`src/rtl/fifo_wr_arbiter_if.sv`:
```
// Handshake and status bundle between two producers, the write arbiter and a synchronous FIFO.
// The arbiter uses the slave modport; the producer/FIFO side uses the master modport.
interface fifo_wr_arbiter_if #(
  parameter int DATA_WIDTH = 8,
  parameter int ADDR_WIDTH = 4
);
  logic                  src0_valid;
  logic [DATA_WIDTH-1:0] src0_data;
  logic                  src0_ready;
  logic                  src1_valid;
  logic [DATA_WIDTH-1:0] src1_data;
  logic                  src1_ready;
  logic                  fifo_full;
  logic                  fifo_empty;
  logic                  fifo_r_en;
  logic                  fifo_w_en;
  logic [DATA_WIDTH-1:0] fifo_data_in;
  logic [1:0]            grant;
  logic [ADDR_WIDTH:0]   fifo_level;
  logic                  almost_full;

  modport slave (
    input  src0_valid, src0_data, src1_valid, src1_data,
    input  fifo_full, fifo_empty, fifo_r_en,
    output src0_ready, src1_ready, fifo_w_en, fifo_data_in,
    output grant, fifo_level, almost_full
  );

  modport master (
    output src0_valid, src0_data, src1_valid, src1_data,
    output fifo_full, fifo_empty, fifo_r_en,
    input  src0_ready, src1_ready, fifo_w_en, fifo_data_in,
    input  grant, fifo_level, almost_full
  );
endinterface

```
`src/rtl/fifo_wr_arbiter.sv`:
```
// Round-robin burst arbiter sharing one FIFO write port between two producers,
// with occupancy tracking from both FIFO sides and a registered almost-full flag.
module fifo_wr_arbiter #(
  parameter int DATA_WIDTH = 8,
  parameter int DEPTH      = 16,
  parameter int ADDR_WIDTH = 4,
  parameter int BURST_LEN  = 4,
  parameter int AF_LEVEL   = 12
) (
  input logic              clk,
  input logic              rst,
  fifo_wr_arbiter_if.slave bus
);
  localparam int CW = $clog2(BURST_LEN + 1);
  localparam int LW = ADDR_WIDTH + 1;
  localparam logic [CW-1:0] CNT_LAST = CW'(BURST_LEN - 1);
  localparam logic [CW-1:0] CNT_ONE  = CW'(1);
  localparam logic [LW-1:0] LVL_MAX  = LW'(DEPTH);
  localparam logic [LW-1:0] LVL_AF   = LW'(AF_LEVEL);
  localparam logic [LW-1:0] LVL_ONE  = LW'(1);
  localparam logic [LW-1:0] LVL_ZERO = LW'(0);

  typedef enum logic [1:0] {IDLE = 2'd0, G0 = 2'd1, G1 = 2'd2} state_t;

  state_t                state_r, state_s;
  logic                  ptr_r, ptr_s;
  logic [CW-1:0]         burst_cnt_r, burst_cnt_s;
  logic                  gap_r, gap_s;
  logic [1:0]            grant_r, grant_s;
  logic [LW-1:0]         level_r, level_s;
  logic                  af_r;
  logic                  cur_valid_s, oth_valid_s, w_en_s, rd_s, end_len_s;
  logic [DATA_WIDTH-1:0] cur_data_s;

  // Select the granted producer's handshake signals.
  always_comb begin
    cur_valid_s = 1'b0;
    oth_valid_s = 1'b0;
    cur_data_s  = '0;
    case (state_r)
      G0: begin
        cur_valid_s = bus.src0_valid;
        oth_valid_s = bus.src1_valid;
        cur_data_s  = bus.src0_data;
      end
      G1: begin
        cur_valid_s = bus.src1_valid;
        oth_valid_s = bus.src0_valid;
        cur_data_s  = bus.src1_data;
      end
      default: begin
        cur_valid_s = 1'b0;
        oth_valid_s = 1'b0;
        cur_data_s  = '0;
      end
    endcase
  end

  // gap_r is the one idle cycle spent re-granting the same producer after a full burst.
  assign w_en_s    = (state_r != IDLE) & ~gap_r & ~bus.fifo_full & cur_valid_s;
  assign end_len_s = w_en_s & (burst_cnt_r == CNT_LAST);
  assign rd_s      = bus.fifo_r_en & ~bus.fifo_empty;

  assign bus.fifo_w_en    = w_en_s;
  assign bus.fifo_data_in = cur_data_s;
  assign bus.src0_ready   = (state_r == G0) & ~gap_r & ~bus.fifo_full;
  assign bus.src1_ready   = (state_r == G1) & ~gap_r & ~bus.fifo_full;
  assign bus.grant        = grant_r;
  assign bus.fifo_level   = level_r;
  assign bus.almost_full  = af_r;

  // Next grant, burst count and round-robin pointer.
  always_comb begin
    state_s     = state_r;
    ptr_s       = ptr_r;
    burst_cnt_s = burst_cnt_r;
    gap_s       = 1'b0;
    case (state_r)
      IDLE: begin
        burst_cnt_s = '0;
        if (bus.src0_valid & bus.src1_valid) begin
          state_s = ptr_r ? G1 : G0;
        end else if (bus.src0_valid) begin
          state_s = G0;
        end else if (bus.src1_valid) begin
          state_s = G1;
        end else begin
          state_s = IDLE;
        end
      end
      G0, G1: begin
        if (gap_r) begin
          state_s = state_r;
        end else if (end_len_s | ~cur_valid_s) begin
          burst_cnt_s = '0;
          ptr_s       = (state_r == G0);
          if (oth_valid_s) begin
            state_s = (state_r == G0) ? G1 : G0;
          end else if (end_len_s) begin
            state_s = state_r;
            gap_s   = 1'b1;
          end else begin
            state_s = IDLE;
          end
        end else if (w_en_s) begin
          burst_cnt_s = burst_cnt_r + CNT_ONE;
        end else begin
          burst_cnt_s = burst_cnt_r;
        end
      end
      default: begin
        state_s     = IDLE;
        burst_cnt_s = '0;
      end
    endcase
  end

  // Grant encoding and saturating occupancy update.
  always_comb begin
    case (state_s)
      G0:      grant_s = 2'b01;
      G1:      grant_s = 2'b10;
      default: grant_s = 2'b00;
    endcase
    level_s = level_r;
    if (w_en_s & ~rd_s) begin
      if (level_r != LVL_MAX) begin
        level_s = level_r + LVL_ONE;
      end else begin
        level_s = level_r;
      end
    end else if (rd_s & ~w_en_s) begin
      if (level_r != LVL_ZERO) begin
        level_s = level_r - LVL_ONE;
      end else begin
        level_s = level_r;
      end
    end else begin
      level_s = level_r;
    end
  end

  // State, grant and status registers.
  always_ff @(posedge clk or negedge rst) begin
    if (!rst) begin
      state_r     <= IDLE;
      ptr_r       <= 1'b0;
      burst_cnt_r <= '0;
      gap_r       <= 1'b0;
      grant_r     <= 2'b00;
      level_r     <= '0;
      af_r        <= 1'b0;
    end else begin
      state_r     <= state_s;
      ptr_r       <= ptr_s;
      burst_cnt_r <= burst_cnt_s;
      gap_r       <= gap_s;
      grant_r     <= grant_s;
      level_r     <= level_s;
      af_r        <= (level_s >= LVL_AF);
    end
  end
endmodule

```
`src/flat_wrapper.sv`:
```
// flat-port wrapper written by rule: the top's interface ports become plain ports
module fifo_wr_arbiter_flat 
#(
  parameter int DATA_WIDTH = 8,
  parameter int DEPTH      = 16,
  parameter int ADDR_WIDTH = 4,
  parameter int BURST_LEN  = 4,
  parameter int AF_LEVEL   = 12
)
  (clk, rst, bus_src0_valid, bus_src0_data, bus_src1_valid, bus_src1_data, bus_fifo_full, bus_fifo_empty, bus_fifo_r_en, bus_src0_ready, bus_src1_ready, bus_fifo_w_en, bus_fifo_data_in, bus_grant, bus_fifo_level, bus_almost_full);
  fifo_wr_arbiter_if #(.DATA_WIDTH(DATA_WIDTH), .ADDR_WIDTH(ADDR_WIDTH)) bus_i ();
  input logic clk;
  input logic rst;
  input wire logic [$bits(bus_i.src0_valid)-1:0] bus_src0_valid;
  input wire logic [$bits(bus_i.src0_data)-1:0] bus_src0_data;
  input wire logic [$bits(bus_i.src1_valid)-1:0] bus_src1_valid;
  input wire logic [$bits(bus_i.src1_data)-1:0] bus_src1_data;
  input wire logic [$bits(bus_i.fifo_full)-1:0] bus_fifo_full;
  input wire logic [$bits(bus_i.fifo_empty)-1:0] bus_fifo_empty;
  input wire logic [$bits(bus_i.fifo_r_en)-1:0] bus_fifo_r_en;
  output wire logic [$bits(bus_i.src0_ready)-1:0] bus_src0_ready;
  output wire logic [$bits(bus_i.src1_ready)-1:0] bus_src1_ready;
  output wire logic [$bits(bus_i.fifo_w_en)-1:0] bus_fifo_w_en;
  output wire logic [$bits(bus_i.fifo_data_in)-1:0] bus_fifo_data_in;
  output wire logic [$bits(bus_i.grant)-1:0] bus_grant;
  output wire logic [$bits(bus_i.fifo_level)-1:0] bus_fifo_level;
  output wire logic [$bits(bus_i.almost_full)-1:0] bus_almost_full;
  assign bus_i.src0_valid = bus_src0_valid;
  assign bus_i.src0_data = bus_src0_data;
  assign bus_i.src1_valid = bus_src1_valid;
  assign bus_i.src1_data = bus_src1_data;
  assign bus_i.fifo_full = bus_fifo_full;
  assign bus_i.fifo_empty = bus_fifo_empty;
  assign bus_i.fifo_r_en = bus_fifo_r_en;
  assign bus_src0_ready = bus_i.src0_ready;
  assign bus_src1_ready = bus_i.src1_ready;
  assign bus_fifo_w_en = bus_i.fifo_w_en;
  assign bus_fifo_data_in = bus_i.fifo_data_in;
  assign bus_grant = bus_i.grant;
  assign bus_fifo_level = bus_i.fifo_level;
  assign bus_almost_full = bus_i.almost_full;
  fifo_wr_arbiter #(.DATA_WIDTH(DATA_WIDTH), .DEPTH(DEPTH), .ADDR_WIDTH(ADDR_WIDTH), .BURST_LEN(BURST_LEN), .AF_LEVEL(AF_LEVEL)) u_core (.clk(clk), .rst(rst), .bus(bus_i));
endmodule
```
`config.mk`:
```
export PLATFORM = sky130hd
export DESIGN_NAME = fifo_wr_arbiter_flat
export DESIGN_NICKNAME = d
export VERILOG_FILES = /design/src/rtl/fifo_wr_arbiter_if.sv /design/src/rtl/fifo_wr_arbiter.sv /design/src/flat_wrapper.sv
export SDC_FILE = /design/constraint.sdc
export NUM_CORES = 1
export LEC_CHECK = 0
export ABC_CLOCK_PERIOD_IN_PS = 2500
export BUFFER_PORTS_ARGS = -buffer_cell sky130_fd_sc_hd__buf_4
export CORE_MARGIN = 2
export CORE_UTILIZATION = 48
export DETAILED_ROUTE_END_ITERATION = 7
export MAX_ROUTING_LAYER = met4
export PLACE_DENSITY_LB_ADDON = 0.05
export SYNTH_ARGS = -nofsm -noshare
export SYNTH_HDL_FRONTEND = slang
export SYNTH_SLANG_ARGS = --single-unit
export TNS_END_PERCENT = 1
```
`constraint.sdc`:
```
create_clock -name clk -period 2.5 [get_ports clk]
set_input_delay 0.375 -clock clk [delete_from_list [all_inputs] [get_ports clk]]
set_output_delay 0.375 -clock clk [all_outputs]
set_load 0.1 [all_outputs]
```
**Yosys cells after proc, flatten, opt, wreduce, memory -nomap -nowiden**

Cells that the tools add are included.

- Input bits: 23
- Latch bits: 0
- Logic and storage cells: 71
- Register bits after elaboration: 15
- Output and inout bits: 19
- Bits in read-only memories: 0
- Memories kept: 0
- RAM bits: 0

- Order comparisons: 1
- Multiply operators: 0
- Shift-type cells: 0
- $add $sub $neg: 3
- Bitwise operators: 19
- Equality and inequality tests: 8
- Divide/modulo/power cells: 0
- Mux-type cells: 27
- Reduce and logical (&&, ||, !) cells: 6

Operator list:

| cell | count |
|---|---|
| 2-to-1 mux 5 bit | 4 |
| 2-to-1 mux 2 bit | 9 |
| one-hot mux 8 bit (2 select lines) | 1 |
| AND 1 bit | 12 |
| 2-to-1 mux 3 bit | 4 |
| one-hot mux 2 bit (2 select lines) | 2 |
| NOT 1 bit | 6 |
| adder 5 x 1 -> 5 bit (second input constant) | 1 |
| >= comparator 5 x 4 -> 1 bit (second input constant) | 1 |
| 2-to-1 mux 1 bit | 5 |
| inequality test 5 bit (second input constant) | 1 |
| nonzero test 5 bit | 1 |
| subtractor 5 x 1 -> 5 bit (second input constant) | 1 |
| equality test 2 x 1 -> 1 bit (second input constant) | 2 |
| equality test 2 bit (second input constant) | 2 |
| one-hot mux 1 bit (2 select lines) | 2 |
| adder 3 x 1 -> 3 bit (second input constant) | 1 |
| equality test 3 x 2 -> 1 bit (second input constant) | 1 |
| inequality test 3 x 1 -> 1 bit (second input constant) | 1 |
| AND reduction 3 bit | 1 |
| logical NOT 2 bit | 1 |
| inequality test 2 bit (second input constant) | 1 |
| AND reduction 2 bit | 1 |
| nonzero test 2 bit | 1 |
| other kinds (2) | 2 |

**Logic depth before layout (Yosys ltp)**

- Word-level depth: 12
- Gate-level depth with buffers: 8
- Gate-level depth less buffers: 7

**Worst setup path before layout**

No wires, ideal clock.

- Path kind: flip-flop to output port
- From: reg u_core.state_r[1]
- To: out bus_src0_ready
- Path buffers: 1
- Data arrival time: 3.205 ns
- Cell stages (with the launch flop): 5
- Required time: 2.125 ns
- Slack: -1.080 ns
- Cells stage by stage: dfrtp_1 -> inv_1 -> ha_1 -> clkbuf_1 -> nor3b_1

- Longest elaborated chain between the ends: 3

RTL lines:

| item | RTL line | text |
|---|---|---|
| start, declared | fifo_wr_arbiter.sv:25 | `state_t state_r, state_s;` |
| start signal, assigned | fifo_wr_arbiter.sv:154 | `state_r <= state_s;` |
| equality test 2 x 1 -> 1 bit | fifo_wr_arbiter.sv:66 | `assign bus.src0_ready = (state_r == G0) & ~gap_r & ~bus.fifo_full;` |
| AND 1 bit (2 in a row) | fifo_wr_arbiter.sv:66 |  |
| end, declared | flat_wrapper.sv:21 | `output wire logic [$bits(bus_i.src0_ready)-1:0] bus_src0_ready;` |

No other way between the ends.

**Worst setup path after layout**

- From: reg u_core.state_r[0]
- To: out bus_fifo_w_en

- Longest elaborated chain between the ends: 4
- Elaborated cells between the ends (all ways): 7
- Classes of those cells: eq/ne: 2; mux: 1; bitwise: 3; reduce/logical: 1

RTL lines:

| item | RTL line | text |
|---|---|---|
| nonzero test 2 bit | fifo_wr_arbiter.sv:60 | `assign w_en_s = (state_r != IDLE) & ~gap_r & ~bus.fifo_full & cur_valid_s;` |
| AND 1 bit (2 in a row) | fifo_wr_arbiter.sv:60 |  |
| AND 1 bit * | fifo_wr_arbiter.sv:60 |  |
| end, declared | flat_wrapper.sv:23 | `output wire logic [$bits(bus_i.fifo_w_en)-1:0] bus_fifo_w_en;` |

Every way passes the cells marked *; elsewhere a longest branch is shown, timed or not.

==> reports/metrics.yaml <==
run_status:
  status: "completed"
pwr:
  finalPower_mw: 1.90
  peakVddDrop_mv: 0.848
  powerDensity_nw_per_um2: 1270
  p_leak_nw: 0.689
global_route:
  grt_pass1_wl_mm: 4.75
  overflow: 0
  grt_pass1_vias: 1086
  grt_max_degree: 16
  antenna_found_initial: 0
  grt_util_all_layers_pct: 23.5
sta:
  setup_viol: 0
  hold_viol: 0
  finalSetupTns_ps: 0
  max_freq_mhz: 410
  rsz0062_at_grt: "true"
  post-route-period-util_pct: 97.6
  maxSlewViolCount: 0
  finClkSkew_ps: 12.6
  max-slew-margin-rel_pct: 57.7
  post-route-min-period_ps: 2440
  worst_pin_slew_ps: 626
cells_and_area:
  multi_input_area_um2: 692
  nFillCells: 197
  nNetsFinal: 198
  register_area_um2: 375
  final_cell_count_no_fill: 194
  drive_gt1_share_pct: 34.9
  area_delta_synth_final_pct: 33.7
  final_common_cell: "buf_4"
  final_cell_mix: "43 x buf_4, 15 x dfrtp_1, 12 x nor2_1"
  n_antenna_cell: 0
  final_cell_area_um2: 1500
route:
  wl_met2_mm: 1.62
  routedWlPerCell_um: 15.5
  drtIter0Drc: 27
  num_vias: 1131
  routed-wl-met3_um: 147
  drc: 0
  highest_layer: "met4"
  drtAntennaViolNets: 0
  via_per_inst: 5.83
  totalWireLength_mm: 3.01
  firstDrtPassIters: 4
  met1_length_mm: 1.22
synthesis:
  yosysTopAreaCell: "dfrtp_1"
  synth_area_per_cell_um2: 9.12
  synth_top_area_share_pct: 33.4
  async_flop_share_pct: 100
  ys_types: 44
  synth_edf_count: 0
  yosysWarningCount: 0
  yosysSeqAreaShare_pct: 33.4
  ys.flop_type: "dfrtp_1"
  syn_nets: 154
  synthTopCellsByArea: "dfrtp_1 33%, ha_1 8.9%, a22oi_1 6.0%"
  synth_cells: 123
  synth-seq-cells: 15
  synth_area_um2: 1120
clock_network:
  clock_latency_ps: 300
  cts_resized: 0
  cts_buffers: 3
  cts.reportedPaths.clkPinSlew_ps: 110
  cts_buffer_depth: 2
  h-tree-depth: 1
  cts_tree: "yes"
  clock-sinks: 15
  cts-root-buf: "clkbuf_4"
place:
  gp_congestion: 0.971
  dpl.cell_count: 189
  port_buffers: 41
  detailed_place_hpwl_mm: 2.34
  place_area_um2: 1460
setup_path:
  ff2ff_path_depth: 7
  cp.depth: 5
  crit_buf_inv: 2
  path_max_fanout: 8
  r2r_slack_ps: 110
  reg2reg_to: "u_core.bus.grant[1]"
  cp_slowest_cell: "nor3_1"
  slowest_delay_ps: 400
  endpoint_kind: "primary output"
  path_class: "reg -> out"
  arrival_ps: 2060
  r2r-start: "u_core.state_r[0]"
  crit_path_start_kind: "flop"
  critPathTopFamily: "simple AND/OR/NAND/NOR gates"
  worst_ep_required_time_ps: 2120
  path_cells: "inv_1 > ha_1 > nor3_1 > and3_4 > buf_4"
die:
  die_area_um2: 2740
  die_w_um: 52.4
  start_util_pct: 50.7
  core_area_um2: 2210
  num_rows: 17
  die_h_um: 52.4
  io_pins: 42
hold_path:
  hold_path.class: "in -> async"
run:
  maxCapViolCount: 0
cell families (layout without fill, tap and decap cells):
group / after synthesis / count (layout) / share of synthesized area, %
mux: 3 / 3 / 3.01
simple gates: 40 / 40 / 19.3
fa+ha+maj: 8 / 8 / 8.92
buf+inv: 15 / 58 / 5.80
flops: 15 / 15 / 33.4
compound gates: 40 / 40 / 28.0
xor+xnor: 2 / 2 / 1.56
where the power goes:
part,internal [mW],switching (mW)
Sequential,0.309,0.0795
Combinational,0.359,1.00
Clock,0.0595,0.0883
through the flow:
| stage | worst slack [ps] | hold WS (ps) | util, % |
|---|---|---|---|
| floorplan | -369 | 79.4 | - |
| CTS | 74.3 | 471 | 67.8 |
| global route | -38.7 | 469 | 67.8 |
| global placement | 362 | 239 | 66.1 |
| detailed placement | 170 | 239 | 66.1 |
| finish | 60.9 | 461 | 67.8 |
cell usage after synthesis, types with 2 or more instances:
| master | n |
|---|---|
| nor2b_1 | 2 |
| a31oi_1 | 4 |
| nor3_1 | 2 |
| a211oi_1 | 2 |
| mux2_2 | 3 |
| dfrtp_1 | 15 |
| nand2b_1 | 3 |
| o22ai_1 | 2 |
| a22o_1 | 2 |
| nand3_1 | 3 |
| a31o_2 | 2 |
| ha_1 | 8 |
| a22oi_1 | 9 |
| clkbuf_1 | 3 |
| a32oi_1 | 2 |
| xnor2_1 | 2 |
| nor2_1 | 12 |
| nor3b_1 | 2 |
| o21ai_0 | 3 |
| inv_1 | 10 |
| o211ai_1 | 3 |
| nand2_1 | 7 |
how the worst max path moves through the flow:
stage,start,slack (ps),to
after floorplan,u_core.state_r[0],-370,bus_fifo_data_in[0]
after global placement,u_core.state_r[0],360,u_core.bus.almost_full
after detailed placement,u_core.state_r[0],170,u_core.bus.grant[1]
after CTS,u_core.state_r[0],70,bus_fifo_w_en
after global routing,u_core.state_r[0],-40,u_core.bus.grant[1]
final,u_core.state_r[0],60,bus_fifo_w_en
flip-flops by register name, summed over array words and instances (netlist names):
register / flops
u_core.bus.fifo_level: 5
u_core.bus.almost_full: 1
u_core.gap_r: 1
u_core.ptr_r: 1
u_core.burst_cnt_r: 3
u_core.bus.grant: 2
u_core.state_r: 2
area by class of cell:
| cell class | count | area share [%] |
|---|---|---|
| inverter | 10 | 2.50 |
| tap | 28 | 2.34 |
| clock inverter | 1 | 0.334 |
| multi-input combinational | 93 | 46.1 |
| sequential | 15 | 25.0 |
| timing repair buffer | 44 | 22.2 |
| clock buffer | 3 | 1.50 |
routing by layer:
| metal | GRT usage [%] | vias to the layer above |
|---|---|---|
| li1 | - | 554 |
| met1 | 27.9 | 543 |
| met2 | 42.3 | 30 |
| met3 | 3.71 | 4 |
| met4 | 4.27 | 0 |
| met5 | - | - |
timing repair:
action	4_1_cts	5_1_grt
hold buffers	1	0
endpoints found under the setup margin	0	4
buffers inserted	0	0
hold endpoints to repair	15	0
Power figures use the tool's default switching activity.
